==> config.mk <==
export PLATFORM = sky130hd
export DESIGN_NAME = mux_imm_seq
export DESIGN_NICKNAME = d
export VERILOG_FILES = /design/src/rtl/mux_imm_seq_pkg.sv /design/src/rtl/mux_imm_seq_prefix_fsm.sv /design/src/rtl/mux_imm_seq.sv
export SDC_FILE = /design/constraint.sdc
export NUM_CORES = 1
export LEC_CHECK = 0
export ABC_CLOCK_PERIOD_IN_PS = 2460
export CORE_MARGIN = 4
export CORE_UTILIZATION = 40
export CTS_CLUSTER_SIZE = 16
export DETAILED_ROUTE_END_ITERATION = 16
export PLACE_DENSITY = 0.78
export SYNTH_ARGS = -nofsm -noshare
export SYNTH_HDL_FRONTEND = slang
export SYNTH_HIERARCHICAL = 1
export SYNTH_SLANG_ARGS = --single-unit
==> constraint.sdc <==
create_clock -name clk -period 2.46 [get_ports clk]
set_input_delay 0.492 -clock clk [delete_from_list [all_inputs] [get_ports clk]]
set_output_delay 0.492 -clock clk [all_outputs]
set_load 0.02 [all_outputs]
==> src/rtl/mux_imm_seq_pkg.sv <==
// mux_imm_seq_pkg: shared source-select codes and prefix FSM state encoding
// for the registered immediate-source mux (mux_imm_seq) and its prefix FSM.
package mux_imm_seq_pkg;

   // Operand source indices; IMM is the only prefix-eligible source
   localparam int unsigned IMM_SRC_IMM   = 0;
   localparam int unsigned IMM_SRC_SHAMT = 1;
   localparam int unsigned IMM_SRC_DBL   = 2;

   // Prefix assembly state: no prefix held, or an upper half waiting
   typedef enum logic {
      IMS_IDLE     = 1'b0,
      IMS_HAVE_PFX = 1'b1
   } ims_state_t;

endpackage

==> src/rtl/mux_imm_seq_prefix_fsm.sv <==
// imm_prefix_fsm: holds the upper half supplied by a PREFIX beat until the
// next operand beat. A following IMM-source beat merges with it; any other
// operand beat discards it. A newer prefix overwrites an older one.
module imm_prefix_fsm
   import mux_imm_seq_pkg::*;
#(
   parameter int HALF = 16
) (
   input  logic            clk,
   input  logic            rst_n,
   input  logic            acc,
   input  logic            prefix,
   input  logic            sel_imm,
   input  logic [HALF-1:0] prefix_data,
   output logic            merge_en,
   output logic [HALF-1:0] pfx_val,
   output logic            prefix_pend
);

   ims_state_t      state_p1;
   logic [HALF-1:0] pfx_p1;
   logic            pend_p1;

   // State, stored upper half and pending flag advance only on accepted beats
   always_ff @(posedge clk) begin
      if (!rst_n) begin
         state_p1 <= IMS_IDLE;
         pfx_p1   <= '0;
         pend_p1  <= 1'b0;
      end else if (acc) begin
         if (prefix) begin
            state_p1 <= IMS_HAVE_PFX;
            pfx_p1   <= prefix_data;
            pend_p1  <= 1'b1;
         end else begin
            // every operand beat consumes or discards the held prefix
            state_p1 <= IMS_IDLE;
            pend_p1  <= 1'b0;
         end
      end
   end

   assign merge_en    = (state_p1 == IMS_HAVE_PFX) && sel_imm;
   assign pfx_val     = pfx_p1;
   assign prefix_pend = pend_p1;

endmodule

==> src/rtl/mux_imm_seq.sv <==
// mux_imm_seq: registered NSRC-way operand mux with valid/ready handshake and
// prefix-immediate assembly ({prefix, SRC0 low half}) on the IMM source.
// Optional build macro IMM_PREFIX_SEXT_EN: an IMM beat with no prefix pending
// sign-extends SRC0's low half instead of passing SRC0 through unchanged.
module mux_imm_seq
   import mux_imm_seq_pkg::*;
#(
   parameter int WIDTH = 32,
   parameter int NSRC  = 3,
   parameter int SEL_W = 2
) (
   input  logic                  clk,
   input  logic                  rst_n,
   input  logic [NSRC*WIDTH-1:0] src,
   input  logic [SEL_W-1:0]      ctl,
   input  logic                  prefix,
   input  logic [WIDTH/2-1:0]    prefix_data,
   input  logic                  in_valid,
   output logic                  in_ready,
   output logic [WIDTH-1:0]      out,
   output logic                  out_valid,
   input  logic                  out_ready,
   output logic                  prefix_pend
);

   localparam int HALF = WIDTH / 2;

`ifdef IMM_PREFIX_SEXT_EN
   function automatic logic signed [WIDTH-1:0] sext_half(input logic signed [HALF-1:0] v);
      logic signed [WIDTH-1:0] r;
      r = v;
      return r;
   endfunction
`endif

   logic             acc_p0;
   logic             sel_imm_p0;
   logic             merge_en_p0;
   logic [HALF-1:0]  pfx_val_p0;
   logic [WIDTH-1:0] nxt_p0;
   logic [WIDTH-1:0] out_p1;
   logic             vld_p1;

   assign in_ready   = !vld_p1 || out_ready;
   assign acc_p0     = in_valid && in_ready;
   assign sel_imm_p0 = (ctl == SEL_W'(IMM_SRC_IMM));

   imm_prefix_fsm #(
      .HALF (HALF)
   ) u_fsm (
      .clk         (clk),
      .rst_n       (rst_n),
      .acc         (acc_p0),
      .prefix      (prefix),
      .sel_imm     (sel_imm_p0),
      .prefix_data (prefix_data),
      .merge_en    (merge_en_p0),
      .pfx_val     (pfx_val_p0),
      .prefix_pend (prefix_pend)
   );

   // Source select: IMM merges or passes, 1..NSRC-1 pass, out-of-range gives 0
   always_comb begin
      nxt_p0 = '0;
      if (sel_imm_p0) begin
         if (merge_en_p0) begin
            nxt_p0 = {pfx_val_p0, src[HALF-1:0]};
         end else begin
`ifdef IMM_PREFIX_SEXT_EN
            nxt_p0 = sext_half($signed(src[HALF-1:0]));
`else
            nxt_p0 = src[WIDTH-1:0];
`endif
         end
      end else begin
         for (int k = 1; k < NSRC; k++) begin
            if (ctl == SEL_W'(k)) nxt_p0 = src[k*WIDTH +: WIDTH];
         end
      end
   end

   // ---- stage p0 -> p1: output register and valid ----
   // Load on operand accept; otherwise drop valid once the consumer takes OUT
   always_ff @(posedge clk) begin
      if (!rst_n) begin
         out_p1 <= '0;
         vld_p1 <= 1'b0;
      end else if (acc_p0 && !prefix) begin
         out_p1 <= nxt_p0;
         vld_p1 <= 1'b1;
      end else if (vld_p1 && out_ready) begin
         vld_p1 <= 1'b0;
      end
   end

   assign out       = out_p1;
   assign out_valid = vld_p1;

endmodule
After elaboration in Yosys (flattened, before gate mapping):

Index checks and enable logic that the tools add are counted.

* memories kept: 0
* logic and storage cells: 23
* bits in read-only memories: 0
* memory bits (writable): 0
* output and inout bits: 35
* latch bits: 0
* register bits: 50
* input port bits: 119

* equal/unequal tests: 2
* multiplexer cells: 7
* div/mod/pow operators: 0
* magnitude comparators: 0
* reduce and logical (&&, ||, !) cells: 10
* shift operators: 0
* add/subtract/negate cells: 0
* bitwise gates (word level): 0
* multipliers: 0

Operators by type and width (number)
* 32-bit two-way mux: 4
* 1-bit logical AND: 4
* 1-bit two-way mux: 3
* 2-bit by 1-bit equality test with 1-bit output, second input constant: 1
* 2-bit equality test, second input constant: 1
* 1-bit zero test: 2
* 2-bit zero test: 1
* 2-bit AND reduction: 1
* 2-bit nonzero test: 1
* 1-bit logical OR: 1

Depth between registers and ports, before layout:

Gate-level depths: netlist of the first run.

* depth in word-level cells: 5
* depth in mapped cells: 9
* depth with buffers taken out: 5

Cells and area by module:

The synthesis of the first run kept the hierarchy.

Modules (own cells, without submodules)
* mux_imm_seq: area each 2292.2 um2, times used 1, cells each 217, sequential area each 660.6 um2
* imm_prefix_fsm: area each 719.4 um2, times used 1, cells each 79, sequential area each 340.3 um2

Worst setup path after synthesis of the first run:

OpenSTA, ideal clock, no wires.

* path type: in2reg
* start: input ctl[1]
* end: register out_p1[16] (netlist: out[16])
* required time: 2.324 ns
* arrival: 1.920 ns
* stages on the path: 9
* setup time: 0.136 ns
* slack: 0.404 ns
* buffers on the path: 4
* cell sequence: buf_4 > nor2_4 > buf_2 > and2_1 > buf_4 > buf_4 > mux2_2 > nand2_1 > a311oi_2

* longest elaborated chain between the ends: 4
* elaborated cells between the ends (all ways): 8
* those cells by class: 2 x eq/ne; 4 x mux; 2 x reduce/logical

RTL lines
* start: declaration: line mux_imm_seq.sv:15 `input logic [SEL_W-1:0] ctl,`
* 2-bit zero test: line mux_imm_seq.sv:46 `assign sel_imm_p0 = (ctl == SEL_W'(IMM_SRC_IMM));`
* named net sel_imm_p0: line mux_imm_seq.sv:37 `logic sel_imm_p0;`
* 1-bit logical AND: line mux_imm_seq_prefix_fsm.sv:43 `assign merge_en = (state_p1 == IMS_HAVE_PFX) && sel_imm;`
* named net merge_en_p0: line mux_imm_seq.sv:38 `logic merge_en_p0;`
* 32-bit two-way mux: line mux_imm_seq.sv:66 `if (merge_en_p0) begin`
* 32-bit two-way mux: line mux_imm_seq.sv:65 `if (sel_imm_p0) begin`
* end signal: assignment: line mux_imm_seq.sv:89 `out_p1 <= nxt_p0;`
* end: declaration: line mux_imm_seq.sv:41 `logic [WIDTH-1:0] out_p1;`

The timed path passes the listed nets, and every way through them passes these cells.
A chain may end at the register's enable or synchronous reset.

Worst setup path after layout of the first run:

* start: input out_ready
* end: output in_ready

* longest elaborated chain between the ends: 1

RTL lines
* start: declaration: line mux_imm_seq.sv:22 `input logic out_ready,`
* 1-bit logical OR: line mux_imm_seq.sv:44 `assign in_ready = !vld_p1 || out_ready;`
* end: declaration: line mux_imm_seq.sv:19 `output logic in_ready,`

No other way between the ends.

==> results of run 1 <==
==> registers in the layout (all words and copies together), names as in the netlist <==
register / flops
u_fsm/pfx_val: 16
out: 32
u_fsm/prefix_pend: 1
out_valid: 1
==> cell usage in the layout, fill, tap and decap left out <==
cell and count:
nand2_1 32, nand3_1 1, buf_2 1, nand4_1 16, clkinv_2 1, a311oi_2 16
nor2_4 1, clkdlybuf4s50_1 152, o221a_1 14, clkbuf_1 1, o21ai_2 10, clkinv_1 2
a22oi_1 7, nor2b_1 1, a22oi_2 9, and3_4 1, nor2b_4 2, mux2i_1 16
mux2_2 16, buf_12 1, buf_4 15, o21a_1 1, a21oi_1 1, and2_1 18
and2_4 1, o221a_2 2, clkbuf_8 6, o2111ai_1 16, nand2b_4 1, dfxtp_1 50
a31oi_1 16, o21ai_0 6
==> kinds of logic (layout without fill, tap and decap cells) <==
family,after synthesis,in the layout
DFF,50,50
AOI/OAI and AO/OA,98,98
buffers and inverters,42,179
and+or+nand+nor,74,74
muxes,32,32
==> power groups by stage <==
stage,sequential [mW],clock (mW),combinational [mW]
floorplan,0.949,0,0.267
global placement,0.905,0,0.610
detailed placement,0.906,0,0.619
CTS,0.887,0.497,0.622
global route,0.894,0.539,0.660
finish,0.887,0.493,0.620
==> layout make-up <==
class	count	area [sq um]	area share (%)
Multi-Input combinational cell	204	1710	37.3
Tap cell	99	124	2.70
Inverter	2	7.51	0.163
Sequential cell	50	1000	21.8
Clock buffer	7	86.3	1.88
Clock inverter	1	5.00	0.109
Timing Repair Buffer	169	1660	36.1
==> per-layer routing <==
metal	vias up	GRT usage (%)
li1	1417	-
met2	134	35.3
met4	0	5.05
met5	-	0
met1	1385	26.7
met3	8	5.50
==> worst min-delay path: stages, from the launching register on <==
cell,delay (ps)
dfxtp_1,320
nand2_1,50
o21ai_0,60
==> path summary, 6_finish.rpt <==
path / start / end / slack (ps)
hold reg to reg: u_fsm/pfx_val[2] / u_fsm/pfx_val[2] / 460
hold / removal: u_fsm/pfx_val[2] / u_fsm/pfx_val[2] / 460
setup reg to reg: u_fsm/prefix_pend / out[28] / 960
setup / recovery: out_ready / in_ready / 230
==> flow_metrics.tcl, run 1 <==
set metrics [dict create \
    status "finished, final reports clean" \
    io_buffers 153 \
    power_density_mw_per_mm2 435 \
    tightest_slew_ps 711 \
    synth_flop_cell "dfxtp_1" \
    numCtsBuffers 5 \
    dpl.hpwl_um 7390 \
    fin_cells 532 \
    power_frac_comb_pct 31.0 \
    synth_warnings 6 \
    drc 0 \
    rsz0062_at_grt "no" \
    period_share_pct 90.7 \
    dr.pass1.iters 4 \
    relSlewSlack_pct 52.3 \
    vdd_ir_drop_max_mv 0.258 \
    nets 551 \
    synth_top_cell_area_share_pct 33.2 \
    yosys.area_share.simple_pct 13.8 \
    crit_slowest_cell "clkdlybuf4s50_1" \
    path_delay_family "buffers and inverters" \
    synth_cell_types 30 \
    overflow 0 \
    clk_pin_slew_ps 90 \
    worstHoldPathCells 2 \
    initial_core_util_pct 41.3 \
    synth_area_sq_mm 0.00301 \
    final-setup-viol-count 0 \
    critPathArrivalTime_ps 1740 \
    wl_met1_um 4260 \
    insertion_delay_ps 300 \
    yosysMostFrequentCell "dfxtp_1" \
    crit_cells 3 \
    yosysTopAreaCell "dfxtp_1" \
    synth_top_family_by_area "compound AO/OA/AOI/OAI gates" \
    synth_common_cells "dfxtp_1, nand2_1, and2_1" \
    grt_max_degree 50 \
    diodes 0 \
    detail-route-antenna-nets 0 \
    synth-adder-area-share_pct 0 \
    num-fill-cells 636 \
    grt_pass1_wl_um 14800 \
    clock-sinks 50 \
    path_max_fanout 8 \
    post-route-min-period_ps 2230 \
    worst_hold_path_type "reg -> reg" \
    dp_cells 524 \
    path_cells "clkdlybuf4s50_1, nand2b_4, clkdlybuf4s50_1" \
    fin_ws_ps 229 \
    die_area_sq_mm 0.00898 \
    synth-compound-area-share_pct 31.7 \
    num_rows 31 \
    finalWirelength_um 9740 \
    met2WireLength_um 4600 \
    report.final.hold_viol_count 0 \
    p_leak_nw 1.60 \
    synthesis.nets 415 \
    routed_via_density 5.53 \
    via_count 2944 \
    synthXorXnorAreaFrac_pct 0 \
    gp_congestion 0.803 \
    grt_antenna_before_repair 0 \
    total_power_mw 2.00 \
    clock.fmax_mhz 448 \
    cts_tree "built" \
    io_pins 154 \
    h-tree-depth 2 \
    drv_slew 0 \
    final_cell_area_sq_mm 0.00460 \
    path_buf_inv 2 \
    synth-edff-count 0 \
    post_cts_resized 0 \
    critPathKind "in -> out" \
    coreArea_sq_mm 0.00729 \
    post-place-ws_ps 216 \
    clockBufferDepth 2 \
    avgSynthCellArea_sq_um 10.2 \
    synthArstFlopShare_pct 0 \
    synth_mux_area_share_pct 11.3 \
    final_util_pct 63.0 \
    drv_cap 0 \
    cp-start-kind "input port" \
    hold_slack_ps 462 \
    grt_use_total_pct 21.0 \
    cpPeakStageDelay_ps 620 \
    postCtsHoldBufs 0 \
    synth_seq_cells 50 \
    drt_iter0_drc 133 \
    cts_root_buffer "clkbuf_8" \
    grt_pass1_vias 2983 \
    critPathRequiredTime_ps 1970 \
    routed-wl-met3_um 778 \
    fin_skew_ps 7.95 \
    syn2layout_area_growth_pct 52.6 \
    highest-signal-layer "met4" \
    cp-end-kind "output port" \
    synthTopCellsByArea "dfxtp_1, a311oi_2, mux2_2" \
    ys_seq_area_share_pct 33.2 \
    place_area_sq_mm 0.00450 \
    clkPwrFrac_pct 24.7 \
    p_int_mw 1.44 \
    setup-tns-final_ps 0 \
    p_sw_share_pct 28.1 \
    ff2ff_path_depth 5 \
    switching_power_uw 562 \
    wl_per_cell_um 18.3 \
    post_cts_buffers 0 \
    seq_power_share_pct 44.3 \
    path_common_cell "clkdlybuf4s50_1" \
    die_x_um 94.8 \
    netlist_instances 296 \
    dieHeight_um 94.8 \
    drive_gt1_share_pct 19.2 \
]
(Power assumes the default switching activity.)
==> run 2, diff against run 1 <==
- SYNTH_HIERARCHICAL: 1 -> not set
==> run 2 against run 1 <==
- hold slack improved by 12 ps
- wire length is 4.4% higher
- clock skew increased by 2.3 ps
- critical path depth increased by 2
- final cell count down 0.38%
- synthesized cell count down 0.34%
- register-to-register slack lost 400 ps
- setup slack lost 150 ps
- sequential share of layout area barely moved
- sequential power about the same
- clock power about the same
- largest cell class unchanged
==> flow_metrics.tcl, run 2 <==
set metrics [dict create \
    numCtsBuffers 5 \
    final_util_pct 63.1 \
    dieHeight_um 94.6 \
    initial_core_util_pct 41.2 \
    post-place-ws_ps -67.9 \
    relSlewSlack_pct 28.9 \
    critPathArrivalTime_ps 1890 \
    crit_slowest_cell "clkdlybuf4s50_1" \
    drc 0 \
    rsz0062_at_grt "no" \
    path_common_cell "clkdlybuf4s50_1" \
    post_cts_resized 0 \
    via_count 3020 \
    drive_gt1_share_pct 20.2 \
    num-fill-cells 620 \
    final-setup-viol-count 0 \
    routed_via_density 5.70 \
    synth_area_sq_mm 0.00300 \
    syn2layout_area_growth_pct 53.2 \
    ys_seq_area_share_pct 33.3 \
    gp_congestion 0.772 \
    path_buf_inv 4 \
    largest_register_ffs 32 \
    synthesis.nets 414 \
    wl_per_cell_um 19.2 \
    grt_max_degree 50 \
    drt_iter0_drc 147 \
    post_cts_buffers 0 \
    r2r-start "out_valid" \
    hold_start "u_fsm.pfx_val[10]" \
    synth_warnings 0 \
    multi_input_area_sq_mm 0.00171 \
    report.final.hold_viol_count 0 \
    cpPeakStageDelay_ps 530 \
    coreArea_sq_mm 0.00729 \
    worstHoldPathCells 2 \
    ff2ff_path_depth 4 \
    cts_root_buffer "clkbuf_8" \
    path_cells "clkdlybuf4s50_1, nor2b_1, buf_4, inv_2, clkdlybuf4s50_1" \
    die_area_sq_mm 0.00895 \
    cts_tree "built" \
    dpl.hpwl_um 7640 \
    avgSynthCellArea_sq_um 10.2 \
    worst_hold_path_type "reg -> reg" \
    critPathKind "in -> out" \
    status "finished, final reports clean" \
    drv_slew 0 \
    cp-end-kind "output port" \
    vdd_ir_drop_max_mv 0.208 \
    synth-edff-count 0 \
    total_power_mw 2.03 \
    period_share_pct 96.9 \
    io_pins 154 \
    p_leak_nw 1.60 \
    detail-route-antenna-nets 0 \
    drv_cap 0 \
    post-route-min-period_ps 2380 \
    yosysMostFrequentCell "dfxtp_1" \
    insertion_delay_ps 310 \
    critPathRequiredTime_ps 1970 \
    clk_pin_slew_ps 100 \
    h-tree-depth 2 \
    diodes 0 \
    synth_cell_types 30 \
    final_cell_mix "clkdlybuf4s50_1, dfxtp_1, a21oi_1" \
    grt_antenna_before_repair 0 \
    postCtsHoldBufs 0 \
    min_to "u_fsm.pfx_val[10]" \
    power_density_mw_per_mm2 440 \
    fin_ws_ps 77.5 \
    clock-sinks 50 \
    seqCellArea_sq_mm 0.00100 \
    synth_flop_cell "dfxtp_1" \
    overflow 0 \
    synth_seq_cells 50 \
    r2r_slack_ps 560 \
    synth_top_cell_area_share_pct 33.3 \
    io_buffers 153 \
    nets 549 \
    final_common_cell "clkdlybuf4s50_1" \
    yosysTopAreaCell "dfxtp_1" \
    synth_common_cells "dfxtp_1, a21oi_1" \
    dp_cells 522 \
    synthArstFlopShare_pct 0 \
    clockBufferDepth 2 \
    grt_pass1_wl_um 15800 \
    cp-start-kind "input port" \
    netlist_instances 295 \
    dr.pass1.iters 4 \
    grt_pass1_vias 3042 \
    clock.fmax_mhz 420 \
    fin_skew_ps 10.3 \
    finalWirelength_um 10200 \
    tightest_slew_ps 1060 \
    reg2reg_to "out[21]" \
    die_x_um 94.6 \
    path_max_fanout 2 \
    fin_cells 530 \
    setup-tns-final_ps 0 \
    path_delay_family "buffers and inverters" \
    grt_use_total_pct 22.1 \
    synthTopCellsByArea "dfxtp_1, a311oi_2, mux2_2" \
    num_rows 31 \
]
-- run 2: cell types whose count changed after synthesis, moves of 11 or more --
cell / change
a21oi_1: +16
nand2_1: -16
o31ai_1: +16
o221a_1: -11
o221a_2: +11
-- run 2: cell type report --
cell class,instances,share of cell area (%)
Clock inverter,3,0.462
Clock buffer,5,1.50
Inverter,4,0.326
Timing Repair Buffer,169,36.1
Tap cell,99,2.69
Sequential cell,50,21.8
Multi-Input combinational cell,200,37.2
-- run 2: per-layer routing --
| layer | vias up | routed length, um | GRT usage [%] |
|---|---|---|---|
| li1 | 1444 | - | - |
| met1 | 1427 | 4110 | 27.2 |
| met2 | 132 | 4960 | 38.2 |
| met3 | 17 | 910 | 5.90 |
| met4 | 0 | 187 | 5.77 |
| met5 | - | 0 | 0 |
-- run 2: cells by family after synthesis --
kind of cell | Yosys count | synth area share (%)
multiplexers | 32 | 11.3
buffers and inverters | 45 | 9.67
AO/OA/AOI/OAI | 114 | 34.8
AND/OR/NAND/NOR | 54 | 10.9
flip-flops | 50 | 33.3
-- run 2: power breakdown --
part	internal (mW)	switching [mW]
registers	0.860	0.0263
clock network	0.201	0.295
logic	0.362	0.281
total	1.42	0.602
-- run 2: how the worst max path moves through the flow --
| stage | from | to | slack, ps | depth (start not counted) |
|---|---|---|---|---|
| 2_1_floorplan | out_ready | in_ready | 980 | 4 |
| 3_3_place_gp | prefix | out[21] | -40 | 4 |
| 3_5_place_dp | prefix | out[24] | -70 | 4 |
| 4_1_cts | out_ready | in_ready | 70 | 5 |
| 5_1_grt | out_ready | in_ready | 20 | 5 |
| 6_report | out_ready | in_ready | 80 | 5 |
-- run 2: worst register-to-register path: cells and delay by family (launching register included) --
kind            cells  cell delay [ps]
flops               1              310
simple gates        2              970
compound gates      1              120
buf+inv             1              380
-- run 2: stage by stage --
stage / cell area [sq um] / hold WS, ps
2_1_floorplan: 3000 / 445
3_3_place_gp: 4510 / 454
3_5_place_dp: 4510 / 459
4_1_cts: 4600 / 475
5_1_grt: 4600 / 497
6_report: 4600 / 473
==> run 3, diff against run 2 <==
- CAP_MARGIN: not set -> 5
- SLEW_MARGIN: not set -> 20
==> results of run 3 <==
The final DEF is identical to that of run 2; final timing and power are the same.
